$ cat config.mk
export PLATFORM = sky130hd
export DESIGN_NAME = ir_cam_sequencer_flat
export DESIGN_NICKNAME = d
export VERILOG_FILES = /design/src/rtl/ir_pkg.sv /design/src/rtl/ir_cam_sequencer_if.sv /design/src/rtl/ir_blob_unpack.sv /design/src/rtl/ir_cam_sequencer.sv /design/src/flat_wrapper.sv
export SDC_FILE = /design/constraint.sdc
export NUM_CORES = 1
export LEC_CHECK = 0
export CORE_MARGIN = 3
export CORE_UTILIZATION = 50
export CTS_BUF_LIST = sky130_fd_sc_hd__clkbuf_2 sky130_fd_sc_hd__clkbuf_4 sky130_fd_sc_hd__clkbuf_8
export DETAILED_ROUTE_END_ITERATION = 16
export MAX_ROUTING_LAYER = met4
export PLACE_DENSITY = 0.74
export REMOVE_ABC_BUFFERS = 1
export SYNTH_ARGS = -nofsm -noshare
export SYNTH_HDL_FRONTEND = slang
export SYNTH_SLANG_ARGS = --single-unit
$ cat constraint.sdc
create_clock -name ref_clk -period 8.67 [get_ports ref_clk]
set_input_delay 1.3005 -clock ref_clk [delete_from_list [all_inputs] [get_ports ref_clk]]
set_output_delay 1.3005 -clock ref_clk [all_outputs]
set_load 0.05 [all_outputs]
$ cat src/rtl/ir_pkg.sv
// Shared types and constants for the IR camera sequencer: FSM encoding,
// transaction descriptor, init table and poll register/read length.
package ir_pkg;

  typedef enum logic [3:0] {
    IDLE,
    PWRUP,
    INIT_REQ,
    INIT_WAIT,
    INIT_GAP,
    POLL_REQ,
    POLL_WAIT,
    POLL_GAP,
    ERROR
  } state_t;

  localparam int unsigned INIT_LEN = 6;
  localparam logic [7:0]  POLL_REG = 8'h36;
  localparam logic [3:0]  READ_LEN = 4'd12;

  // One I2C transaction as presented to the engine.
  typedef struct packed {
    logic       rw;
    logic [7:0] reg_a;
    logic [7:0] wdata;
    logic [3:0] rlen;
  } xact_t;

  // Camera bring-up writes, issued in index order.
  function automatic xact_t init_xact(input logic [2:0] idx);
    xact_t x;
    x.rw   = 1'b0;
    x.rlen = 4'd0;
    case (idx)
      3'd0:    {x.reg_a, x.wdata} = 16'h3001;
      3'd1:    {x.reg_a, x.wdata} = 16'h3008;
      3'd2:    {x.reg_a, x.wdata} = 16'h0690;
      3'd3:    {x.reg_a, x.wdata} = 16'h08C0;
      3'd4:    {x.reg_a, x.wdata} = 16'h1A40;
      default: {x.reg_a, x.wdata} = 16'h3333;
    endcase
    return x;
  endfunction

  // Poll is a pointer write of POLL_REG followed by a READ_LEN-byte read.
  function automatic xact_t poll_xact(input logic rd);
    xact_t x;
    x.rw    = rd;
    x.reg_a = POLL_REG;
    x.wdata = 8'h00;
    x.rlen  = rd ? READ_LEN : 4'd0;
    return x;
  endfunction

endpackage

$ cat src/rtl/ir_cam_sequencer_if.sv
// Request/response bundle between the sequencer and the I2C engine.
interface ir_cam_sequencer_if;
  logic       i2c_req;
  logic       i2c_rw;
  logic [6:0] i2c_dev;
  logic [7:0] i2c_reg;
  logic [7:0] i2c_wdata;
  logic [3:0] i2c_rlen;
  logic       i2c_busy;
  logic       i2c_done;
  logic       i2c_nack;
  logic       i2c_rvalid;
  logic [7:0] i2c_rdata;

  modport master (
    output i2c_req, i2c_rw, i2c_dev, i2c_reg, i2c_wdata, i2c_rlen,
    input  i2c_busy, i2c_done, i2c_nack, i2c_rvalid, i2c_rdata
  );

  modport slave (
    input  i2c_req, i2c_rw, i2c_dev, i2c_reg, i2c_wdata, i2c_rlen,
    output i2c_busy, i2c_done, i2c_nack, i2c_rvalid, i2c_rdata
  );
endinterface

$ cat src/rtl/ir_blob_unpack.sv
// Decodes the 12-byte blob report into shadow registers and publishes
// them to the outputs only when a complete, acknowledged read commits.
module ir_blob_unpack
  import ir_pkg::*;
(
  input  logic        clk,
  input  logic        rst,
  input  logic        rvalid,
  input  logic [7:0]  rdata,
  input  logic        clear,
  input  logic        commit,
  output logic [39:0] blob_x,
  output logic [39:0] blob_y,
  output logic [15:0] blob_size,
  output logic        frame_valid
);

  logic [3:0]  cnt_q;   // bytes seen this read, saturating
  logic [1:0]  pos_q;   // byte position within a blob triple
  logic [1:0]  blk_q;   // blob index 0..3
  logic [39:0] sx_q, sy_q;
  logic [15:0] ss_q;
  logic [39:0] ox_q, oy_q;
  logic [15:0] os_q;
  logic        fv_q;

  // Byte capture into the shadow set, and shadow-to-output commit.
  always_ff @(posedge clk) begin
    // NOTE: the shadow set is reset along with the outputs so a commit can never publish X.
    if (rst) begin
      cnt_q <= '0;
      pos_q <= '0;
      blk_q <= '0;
      sx_q  <= '1;
      sy_q  <= '1;
      ss_q  <= '1;
      ox_q  <= '1;
      oy_q  <= '1;
      os_q  <= '1;
      fv_q  <= 1'b0;
    end else begin
      fv_q <= 1'b0;
      if (clear) begin
        cnt_q <= '0;
        pos_q <= '0;
        blk_q <= '0;
      end else if (rvalid && cnt_q != 4'hF) begin
        cnt_q <= cnt_q + 4'd1;
        if (cnt_q < READ_LEN) begin
          case (pos_q)
            2'd0: sx_q[10*int'(blk_q) +: 8] <= rdata;
            2'd1: sy_q[10*int'(blk_q) +: 8] <= rdata;
            default: begin
              sx_q[10*int'(blk_q)+8 +: 2] <= rdata[5:4];
              sy_q[10*int'(blk_q)+8 +: 2] <= rdata[7:6];
              ss_q[4*int'(blk_q) +: 4]    <= rdata[3:0];
            end
          endcase
          if (pos_q == 2'd2) begin
            pos_q <= 2'd0;
            blk_q <= blk_q + 2'd1;
          end else begin
            pos_q <= pos_q + 2'd1;
          end
        end
      end
      if (commit && cnt_q == READ_LEN) begin
        ox_q <= sx_q;
        oy_q <= sy_q;
        os_q <= ss_q;
        fv_q <= 1'b1;
      end
    end
  end

  assign blob_x      = ox_q;
  assign blob_y      = oy_q;
  assign blob_size   = os_q;
  assign frame_valid = fv_q;

endmodule

$ cat src/rtl/ir_cam_sequencer.sv
// IR camera sequencer: power-up wait, init table, then endless poll
// write/read pairs with per-transaction retry and a sticky error state.
module ir_cam_sequencer
  import ir_pkg::*;
#(
  parameter logic [6:0]  DEV_ADDR  = 7'h58,
  parameter int unsigned PWRUP_CYC = 1_000_000,
  parameter int unsigned GAP_CYC   = 5_000,
  parameter int unsigned MAX_RETRY = 3
) (
  input  logic                ref_clk,
  input  logic                rst,
  input  logic                en,
  ir_cam_sequencer_if.master  i2c,
  output logic [39:0]         blob_x,
  output logic [39:0]         blob_y,
  output logic [15:0]         blob_size,
  output logic                frame_valid,
  output logic                init_done,
  output logic                error
);

  localparam logic [31:0] PWRUP_LAST = 32'(PWRUP_CYC - 1);
  localparam logic [31:0] GAP_LAST   = 32'(GAP_CYC - 1);
  localparam logic [3:0]  RETRY_MAX  = 4'(MAX_RETRY);
  localparam logic [2:0]  INIT_LAST  = 3'(INIT_LEN - 1);

  state_t      state_q, state_d;
  logic [31:0] cnt_q, cnt_d;
  logic [2:0]  idx_q, idx_d;
  logic [3:0]  retry_q, retry_d;
  logic        poll_rd_q, poll_rd_d;
  logic        init_done_q, init_done_d;
  logic        error_q, error_d;
  logic        req_q, req_d;
  xact_t       x_q, x_d;
  logic        commit, clear, rvalid_g;

  // Next-state, counters and request fields.
  always_comb begin
    // NOTE: every variable gets a default first so no path can infer a latch.
    state_d     = state_q;
    cnt_d       = cnt_q;
    idx_d       = idx_q;
    retry_d     = retry_q;
    poll_rd_d   = poll_rd_q;
    init_done_d = init_done_q;
    error_d     = error_q;
    x_d         = x_q;
    commit      = 1'b0;

    unique case (state_q)
      IDLE: if (en) state_d = PWRUP;
      PWRUP: begin
        if (!en) state_d = IDLE;
        else if (cnt_q == PWRUP_LAST) begin
          cnt_d   = '0;
          state_d = INIT_REQ;
        end else cnt_d = cnt_q + 32'd1;
      end
      INIT_REQ, POLL_REQ: begin
        // An accepted request must be seen through to i2c_done even if en drops.
        if (i2c.i2c_busy) state_d = (state_q == INIT_REQ) ? INIT_WAIT : POLL_WAIT;
        else if (!en) state_d = IDLE;
      end
      INIT_WAIT, POLL_WAIT: begin
        if (i2c.i2c_done) begin
          commit = (state_q == POLL_WAIT) && poll_rd_q && !i2c.i2c_nack;
          if (!en) state_d = IDLE;
          else if (!i2c.i2c_nack) begin
            retry_d = '0;
            if (state_q == POLL_WAIT) begin
              poll_rd_d = ~poll_rd_q;
              state_d   = POLL_GAP;
            end else if (idx_q == INIT_LAST) begin
              init_done_d = 1'b1;
              state_d     = POLL_REQ;
            end else begin
              idx_d   = idx_q + 3'd1;
              state_d = INIT_GAP;
            end
          end else begin
            retry_d = retry_q + 4'd1;
            if (retry_q + 4'd1 >= RETRY_MAX) begin
              error_d = 1'b1;
              state_d = ERROR;
            end else state_d = (state_q == INIT_WAIT) ? INIT_GAP : POLL_GAP;
          end
        end
      end
      INIT_GAP, POLL_GAP: begin
        if (!en) state_d = IDLE;
        else if (cnt_q == GAP_LAST) begin
          cnt_d   = '0;
          state_d = (state_q == INIT_GAP) ? INIT_REQ : POLL_REQ;
        end else cnt_d = cnt_q + 32'd1;
      end
      ERROR: if (!en) state_d = IDLE;
      default: state_d = IDLE;
    endcase

    // Any return to IDLE wipes progress and status; blob outputs are untouched.
    if (state_d == IDLE) begin
      cnt_d       = '0;
      idx_d       = '0;
      retry_d     = '0;
      poll_rd_d   = 1'b0;
      init_done_d = 1'b0;
      error_d     = 1'b0;
    end

    req_d = (state_d == INIT_REQ) || (state_d == POLL_REQ);
    if (state_d == INIT_REQ) x_d = init_xact(idx_d);
    if (state_d == POLL_REQ) x_d = poll_xact(poll_rd_d);
  end

  // State and output registers; rst overrides en and all engine inputs.
  always_ff @(posedge ref_clk) begin
    // NOTE: sequential state uses non-blocking assignment so all registers update together.
    if (rst) begin
      state_q     <= IDLE;
      cnt_q       <= '0;
      idx_q       <= '0;
      retry_q     <= '0;
      poll_rd_q   <= 1'b0;
      init_done_q <= 1'b0;
      error_q     <= 1'b0;
      req_q       <= 1'b0;
      x_q         <= '0;
    end else begin
      state_q     <= state_d;
      cnt_q       <= cnt_d;
      idx_q       <= idx_d;
      retry_q     <= retry_d;
      poll_rd_q   <= poll_rd_d;
      init_done_q <= init_done_d;
      error_q     <= error_d;
      req_q       <= req_d;
      x_q         <= x_d;
    end
  end

  assign clear    = (state_q == POLL_REQ);
  assign rvalid_g = i2c.i2c_rvalid && (state_q == POLL_WAIT) && poll_rd_q;

  ir_blob_unpack u_unpack (
    .clk        (ref_clk),
    .rst        (rst),
    .rvalid     (rvalid_g),
    .rdata      (i2c.i2c_rdata),
    .clear      (clear),
    .commit     (commit),
    .blob_x     (blob_x),
    .blob_y     (blob_y),
    .blob_size  (blob_size),
    .frame_valid(frame_valid)
  );

  assign i2c.i2c_req   = req_q;
  assign i2c.i2c_rw    = x_q.rw;
  assign i2c.i2c_dev   = DEV_ADDR;
  assign i2c.i2c_reg   = x_q.reg_a;
  assign i2c.i2c_wdata = x_q.wdata;
  assign i2c.i2c_rlen  = x_q.rlen;
  assign init_done     = init_done_q;
  assign error         = error_q;

endmodule

$ cat src/flat_wrapper.sv
// flat-port wrapper written by rule: the top's interface ports become plain ports
module ir_cam_sequencer_flat import ir_pkg::*;
#(
  parameter logic [6:0]  DEV_ADDR  = 7'h58,
  parameter int unsigned PWRUP_CYC = 1_000_000,
  parameter int unsigned GAP_CYC   = 5_000,
  parameter int unsigned MAX_RETRY = 3
)
  (ref_clk, rst, en, blob_x, blob_y, blob_size, frame_valid, init_done, error, i2c_i2c_req, i2c_i2c_rw, i2c_i2c_dev, i2c_i2c_reg, i2c_i2c_wdata, i2c_i2c_rlen, i2c_i2c_busy, i2c_i2c_done, i2c_i2c_nack, i2c_i2c_rvalid, i2c_i2c_rdata);
  ir_cam_sequencer_if i2c_i ();
  input  logic ref_clk;
  input  logic rst;
  input  logic en;
  output logic [39:0] blob_x;
  output logic [39:0] blob_y;
  output logic [15:0] blob_size;
  output logic frame_valid;
  output logic init_done;
  output logic error;
  output wire logic [$bits(i2c_i.i2c_req)-1:0] i2c_i2c_req;
  output wire logic [$bits(i2c_i.i2c_rw)-1:0] i2c_i2c_rw;
  output wire logic [$bits(i2c_i.i2c_dev)-1:0] i2c_i2c_dev;
  output wire logic [$bits(i2c_i.i2c_reg)-1:0] i2c_i2c_reg;
  output wire logic [$bits(i2c_i.i2c_wdata)-1:0] i2c_i2c_wdata;
  output wire logic [$bits(i2c_i.i2c_rlen)-1:0] i2c_i2c_rlen;
  input wire logic [$bits(i2c_i.i2c_busy)-1:0] i2c_i2c_busy;
  input wire logic [$bits(i2c_i.i2c_done)-1:0] i2c_i2c_done;
  input wire logic [$bits(i2c_i.i2c_nack)-1:0] i2c_i2c_nack;
  input wire logic [$bits(i2c_i.i2c_rvalid)-1:0] i2c_i2c_rvalid;
  input wire logic [$bits(i2c_i.i2c_rdata)-1:0] i2c_i2c_rdata;
  assign i2c_i2c_req = i2c_i.i2c_req;
  assign i2c_i2c_rw = i2c_i.i2c_rw;
  assign i2c_i2c_dev = i2c_i.i2c_dev;
  assign i2c_i2c_reg = i2c_i.i2c_reg;
  assign i2c_i2c_wdata = i2c_i.i2c_wdata;
  assign i2c_i2c_rlen = i2c_i.i2c_rlen;
  assign i2c_i.i2c_busy = i2c_i2c_busy;
  assign i2c_i.i2c_done = i2c_i2c_done;
  assign i2c_i.i2c_nack = i2c_i2c_nack;
  assign i2c_i.i2c_rvalid = i2c_i2c_rvalid;
  assign i2c_i.i2c_rdata = i2c_i2c_rdata;
  ir_cam_sequencer #(.DEV_ADDR(DEV_ADDR), .PWRUP_CYC(PWRUP_CYC), .GAP_CYC(GAP_CYC), .MAX_RETRY(MAX_RETRY)) u_core (.ref_clk(ref_clk), .rst(rst), .en(en), .i2c(i2c_i), .blob_x(blob_x), .blob_y(blob_y), .blob_size(blob_size), .frame_valid(frame_valid), .init_done(init_done), .error(error));
endmodule
# Word level (Yosys, flattened, before mapping)

Cells that the tools add are included.

$add $sub $neg: 10
Multiply operators: 1
Order comparisons: 2
Equality and inequality tests: 23
Shift operators: 7
Mux-type cells: 51
Bitwise gates (word level): 7
Reduce and logical (&&, ||, !) cells: 30

Operators with widths:

| cell                    | number |
|---|---|
| $bwmux 40               | 4 |
| $pmux 40 s2             | 2 |
| $mux 32                 | 4 |
| $shiftx 2x33->40        | 2 |
| $pmux 14 s5             | 1 |
| $pmux 32 s2             | 1 |
| $mux 4                  | 14 |
| $mux 21                 | 2 |
| $shift 2x33->40 const A | 1 |
| $shift 8x33->40 const A | 1 |
| $shiftx 8x33->40        | 1 |
| $neg 32->33             | 1 |
| $neg 4->33              | 1 |
| $neg 7->33              | 1 |
| $shift 4x33->16 const A | 1 |
| $shiftx 4x33->16        | 1 |
| $add 32x1->32 const B   | 1 |
| $eq 32x13->1 const B    | 1 |
| $eq 32x20->1 const B    | 1 |
| $mux 3                  | 9 |
| $pmux 4 s6              | 1 |
| $eq 4x3->1 const B      | 5 |
| $bwmux 16               | 1 |
| $reduce_or 2->1         | 7 |
| other kinds (32)        | 67 |

Register bits: 269

# Longest topological paths before layout

Depth in word-level cells: 13
Mapped depth: 12
Depth with buffers taken out: 10

# By module

From an unflattened synthesis, not the netlist that was laid out.

Cells, all modules: 1488
Area total of the unflattened synthesis: 12458.2 um^2

By module, submodules not included:

| module           | instances | cells an instance | area each (um^2) | seq. area each (um^2) |
|---|---|---|---|---|
| ir_blob_unpack   | 1         | 1081              | 9121.2           | 4023.9 |
| ir_cam_sequencer | 1         | 407               | 3337.0           | 1161.1 |

# Least setup slack after synthesis

Ideal clock, no wire load.

Kind: input to register
From: in en
To: reg u_core.cnt_q[26]
Data arrival time: 3.311 ns
Slack: 5.243 ns
Stages on the path: 9
Cell sequence: clkbuf_1 > nand2b_1 > a211o_1 > or4_4 > or3_4 > nor2_4 > nand3_1 > xor2_1 > nor2_2

Longest elaborated chain between the ends: 5
Elaborated cells between the ends (all ways): 13
Those cells by class: eq/ne (2); mux (8); reduce/logical (3)

RTL lines:

| what                             | RTL line                                                               | source |
|---|---|---|
| from (decl)                      | flat_wrapper.sv:13                                                     | `input logic en;` |
| $mux 4, on equally long branches | ir_cam_sequencer.sv:69, ir_cam_sequencer.sv:64, ir_cam_sequencer.sv:98 |  |
| $mux 4, on equally long branches | ir_cam_sequencer.sv:67, ir_cam_sequencer.sv:63                         |  |
| $pmux 4 s6                       | ir_cam_sequencer.sv:52                                                 | `unique case (state_q)` |
| $logic_not 4->1                  | ir_cam_sequencer.sv:103                                                | `if (state_d == IDLE) begin` |
| $reduce_or 2->1 (no source line) | --                                                                     |  |
| to (signal assigned)             | ir_cam_sequencer.sv:132                                                | `cnt_q <= cnt_d;` |
| to (decl)                        | ir_cam_sequencer.sv:29                                                 | `logic [31:0] cnt_q, cnt_d;` |

Parallel ways exist; a longest one is shown, timed or not.
A chain may end at the register's enable or synchronous reset.

# Worst setup path in the final report

From: in i2c_i2c_rvalid
To: reg u_core.u_unpack.sx_q[7]

Longest elaborated chain between the ends: 4

RTL lines:

| what                              | RTL line                | source |
|---|---|---|
| from (decl)                       | flat_wrapper.sv:29      | `input wire logic [$bits(i2c_i.i2c_rvalid)-1:0] i2c_i2c_rvalid;` |
| $logic_and 1x1->1 (2 in series)   | ir_cam_sequencer.sv:144 | `assign rvalid_g = i2c.i2c_rvalid && (state_q == POLL_WAIT) && poll_rd_q;` |
| $logic_and 1x1->1                 | ir_blob_unpack.sv:47    | `end else if (rvalid && cnt_q != 4'hF) begin` |
| $reduce_and 4->1 (no source line) | --                      |  |
| to (signal, indexed assignment)   | ir_blob_unpack.sv:51    | `2'd0: sx_q[10*int'(blk_q) +: 8] <= rdata;` |
| to (signal, indexed assignment)   | ir_blob_unpack.sv:54    | `sx_q[10*int'(blk_q)+8 +: 2] <= rdata[5:4];` |
| to (decl)                         | ir_blob_unpack.sv:21    | `logic [39:0] sx_q, sy_q;` |

Every way passes these cells.

==> reports/qor.txt <==
DIE
--------------------------------------------------------------------------------------
Top-level I/O count .....................................................          143
Starting utilization of the core area ...................................       51.57%
Die H ...................................................................     157.2 um
Total Die Area ..........................................................    24710 um2
Row count ...............................................................           54
Placeable core region ...................................................    22160 um2
Chip Width ..............................................................     157.2 um

LAYOUT
--------------------------------------------------------------------------------------
Proportion of layout cells with a drive suffix above 1 ..................       7.198%
Diode insertion count for antenna repair ................................            0
Area added between synthesis and finish .................................       18.65%
Fill cell total of the finished layout ..................................         1963
Finished Layout Cells ...................................................         1822
Final core utilization ..................................................       61.18%
Nets ....................................................................         1546

CRITICAL PATH
--------------------------------------------------------------------------------------
Reg-to-Reg Start ........................................................ u_core.state_q[2]
Endpoint of the worst-slack reg-to-reg timing path ...................... u_core.u_unpack.sx_q[7]
Delay of the slowest cell on the worst path .............................      0.93 ns
Largest driver fanout on the critical path ..............................           12
Crit end category .......................................................    flip-flop
Data arrival time of the worst path .....................................      4.23 ns
Type of the worst setup path ............................................       in2reg
Slowest stage cell, crit path ...........................................      a21oi_1
Sort of element at the start of the critical path .......................    input pin
Path depth of the worst reg2reg path ....................................            7
Cell-by-cell trace of the critical path ................................. clkdlybuf4s50_1 > nand3_1 > a21oi_1 > nand3_1 > o21ai_0 > o221a_2 > o21ai_0
Register-to-register setup slack ........................................      4.98 ns
CP Data Required Time ...................................................      9.05 ns

PLACED DESIGN
--------------------------------------------------------------------------------------
Post-detail-place hpwl ..................................................     20.85 mm
Number of cells in the design after placement ...........................         1751
Number of port buffers ..................................................          130
Gpl congestion ..........................................................       0.9917

YOSYS
--------------------------------------------------------------------------------------
Most instantiated flip-flop cell in the synthesis netlist ...............      dfxtp_1
Flops & latches, synth ..................................................          259
Post-synthesis cell type with the largest combined area .................      dfxtp_1
Cells after Synth .......................................................         1429
Number of synthesized flops with an enable pin ..........................            0
Number of unique standard cell types used by synthesis ..................           71
Cell Area, Synth ........................................................    11430 um2
Area share of the leading cell type in the synthesized netlist ..........       45.37%
Synthesized area divided by synthesized cell count ......................    7.998 um2
Synth warnings ..........................................................            0
Most area-consuming cells after synthesis ............................... dfxtp_1 (45%), nor2_1 (9.8%), nand2_1 (5.7%), o21ai_0 (5.3%), o211ai_1 (3.2%)
Sequential-to-total area share from yosys stat ..........................       45.37%
Share of flip-flops with an asynchronous set or reset after synthesis ...           0%

CLOCK TREE
--------------------------------------------------------------------------------------
Number of gates resized after CTS .......................................            0
CTS Buffer Depth ........................................................            3
Latest clock arrival within the worst-skew pair .........................      0.54 ns
Inserted Clock Buffers ..................................................           42
Clock slew at the register clock pins of the worst setup and hold paths .      0.07 ns
TritonCTS Sinks .........................................................          259
Buffer count from post-CTS setup fixing .................................            0
Cts hold-fix bufs .......................................................            0
Clk Tree Root Cell ......................................................     clkbuf_8
TritonCTS clock tree ....................................................          yes
Htree depth .............................................................            2

POWER AND IR DROP
--------------------------------------------------------------------------------------
Final Total Pwr .........................................................     2.316 mW
PwrDens ................................................................. 170.8 nW/um2
Total leakage power .....................................................     5.174 nW
Largest vdd supply drop .................................................    0.1887 mV

MIN PATH
--------------------------------------------------------------------------------------
Startpoint of the tightest hold check path .............................. u_core.i2c.i2c_wdata[3]
Hold-critical path endpoint ............................................. u_core.i2c.i2c_wdata[3]
Worst hold path stage count .............................................            2
Hold Crit Class .........................................................      reg2reg

GLOBAL ROUTE
--------------------------------------------------------------------------------------
Total congestion overflow ...............................................            0
Largest net degree at the start of global routing .......................          107
Total global routing track utilization ..................................       24.77%
Wire length of the first global-routing pass ............................     49.28 mm
Number of antenna violations at the first check in global routing .......            0
Via count of the first global-routing pass ..............................         9813

STA
--------------------------------------------------------------------------------------
Post-route minimum period ...............................................     3.851 ns
Highest achievable clock rate ...........................................    259.7 MHz
Max-slew violations .....................................................            0
Final cycle utilization of the critical path ............................       44.42%
Setup repair after global routing missed its margin .....................        false
Count of endpoints failing hold in the final timing report ..............            0
Number of failing setup endpoints in the final timing report ............            0
Slew @ Worst Pin ........................................................     1.198 ns
Final-layout setup total negative slack .................................         0 ns
Clock skew after layout .................................................   0.01411 ns
Relative slew margins ...................................................       20.16%

OUTCOME
--------------------------------------------------------------------------------------
Status .................................................................. finished clean

ROUTING
--------------------------------------------------------------------------------------
WL/cell .................................................................     16.62 um
Detailed-router iteration count before antenna repair ...................            7
Antenna-violating nets left .............................................            0
DR vias/cell ............................................................        5.720
Final routed wirelength across all metal layers .........................     30.28 mm
DRC Markers .............................................................            0
Violation count after the first detailed-route iteration ................          856
Number of vias after detailed routing ...................................        10420

JOB
--------------------------------------------------------------------------------------
Number of max-cap violations ............................................            0

[layout by cell type (no fill, tap or decap), drive strengths merged, types with 11 or more instances in the layout]
| master | instances |
|---|---|
| nor2 | 302 |
| dfxtp | 259 |
| nand2 | 173 |
| o21ai | 137 |
| clkdlybuf4s50 | 130 |
| clkbuf | 63 |
| nand3 | 60 |
| o211ai | 48 |
| a21oi | 39 |
| xor2 | 25 |
| mux2i | 19 |
| inv | 18 |
| nor3 | 17 |
| a221o | 16 |
| ha | 16 |
| nor4 | 16 |
| xnor2 | 15 |
| nand4 | 12 |
| and3 | 12 |
| conb | 12 |
| nor2b | 11 |
| o22ai | 11 |
| o221a | 11 |
[Yosys cell counts, types with 18 or more instances]
master	instances
a21oi_1	39
buf_4	18
clkbuf_1	72
dfxtp_1	259
inv_1	18
mux2i_1	19
nand2_1	173
nand3_1	60
nor2_1	298
o211ai_1	48
o21ai_0	121
xor2_1	25
[power breakdown]
group,total (mW),internal (mW),switching [mW]
registers,1.19,1.19,0.00173
clock network,1.06,0.596,0.463
logic,0.0651,0.0167,0.0484
total,2.32,1.80,0.513
[cell families after synthesis]
| kind of cell | Yosys count | share of synthesized area (%) |
|---|---|---|
| AND/OR/NAND/NOR | 651 | 25.21 |
| other | 2 | 0.06571 |
| AO/OA/AOI/OAI | 316 | 17.81 |
| buffers and inverters | 124 | 4.795 |
| flip-flops | 259 | 45.37 |
| multiplexers | 21 | 1.861 |
| XOR/XNOR | 40 | 3.131 |
| adder cells (fa/ha/maj) | 16 | 1.752 |
[per-layer routing]
| metal | global-route usage (%) | vias up | share of wire, % |
|---|---|---|---|
| li1 | - | 5116 | - |
| met1 | 32.94 | 4820 | 46 |
| met2 | 37.80 | 413 | 44 |
| met3 | 5.582 | 73 | 7.6 |
| met4 | 7.727 | 0 | 2.6 |
| met5 | - | - | 0 |
[worst max path at each step]
stage               slack, ns                    endpoint  cells past startpoint           start
finish                   4.82     u_core.u_unpack.sx_q[7]                      7  i2c_i2c_rvalid
global route             4.60     u_core.u_unpack.sy_q[7]                      7  i2c_i2c_rvalid
CTS                      4.94     u_core.u_unpack.sy_q[7]                      7  i2c_i2c_rvalid
detailed placement       4.38     u_core.u_unpack.sy_q[7]                      7  i2c_i2c_rvalid
global placement         4.37     u_core.u_unpack.sy_q[6]                      7  i2c_i2c_rvalid
floorplan                0.19  u_core.u_unpack.blob_x[20]                      5    i2c_i2c_nack
[layout make-up]
class | instances | area, um2 | share of cell area (%)
clock buffer | 63 | 810.8 | 5.979
clock inverter | 8 | 45.04 | 0.3322
inverter | 19 | 73.82 | 0.5444
multi-input combinational | 1056 | 5741 | 42.34
sequential | 259 | 5185 | 38.24
tap | 280 | 350.3 | 2.584
timing repair buffer | 137 | 1354 | 9.984
[per-stage QoR]
step / worst slack [ns] / area, um2 / hold slack (ns)
floorplan: 0.1879 / 10990 / 0.4361
global placement: 4.374 / 12700 / 0.4475
detailed placement: 4.378 / 12700 / 0.4545
CTS: 4.942 / 13560 / 0.4721
global route: 4.601 / 13560 / 0.4963
finish: 4.819 / 13560 / 0.4660
[critical path, delay by kind of cell]
| kind | cells | cell delay (ns) |
|---|---|---|
| AND/OR/NAND/NOR | 2 | 0.62 |
| AO/OA/AOI/OAI | 4 | 1.84 |
| buffers and inverters | 1 | 0.47 |
(Power assumes the default switching activity.)
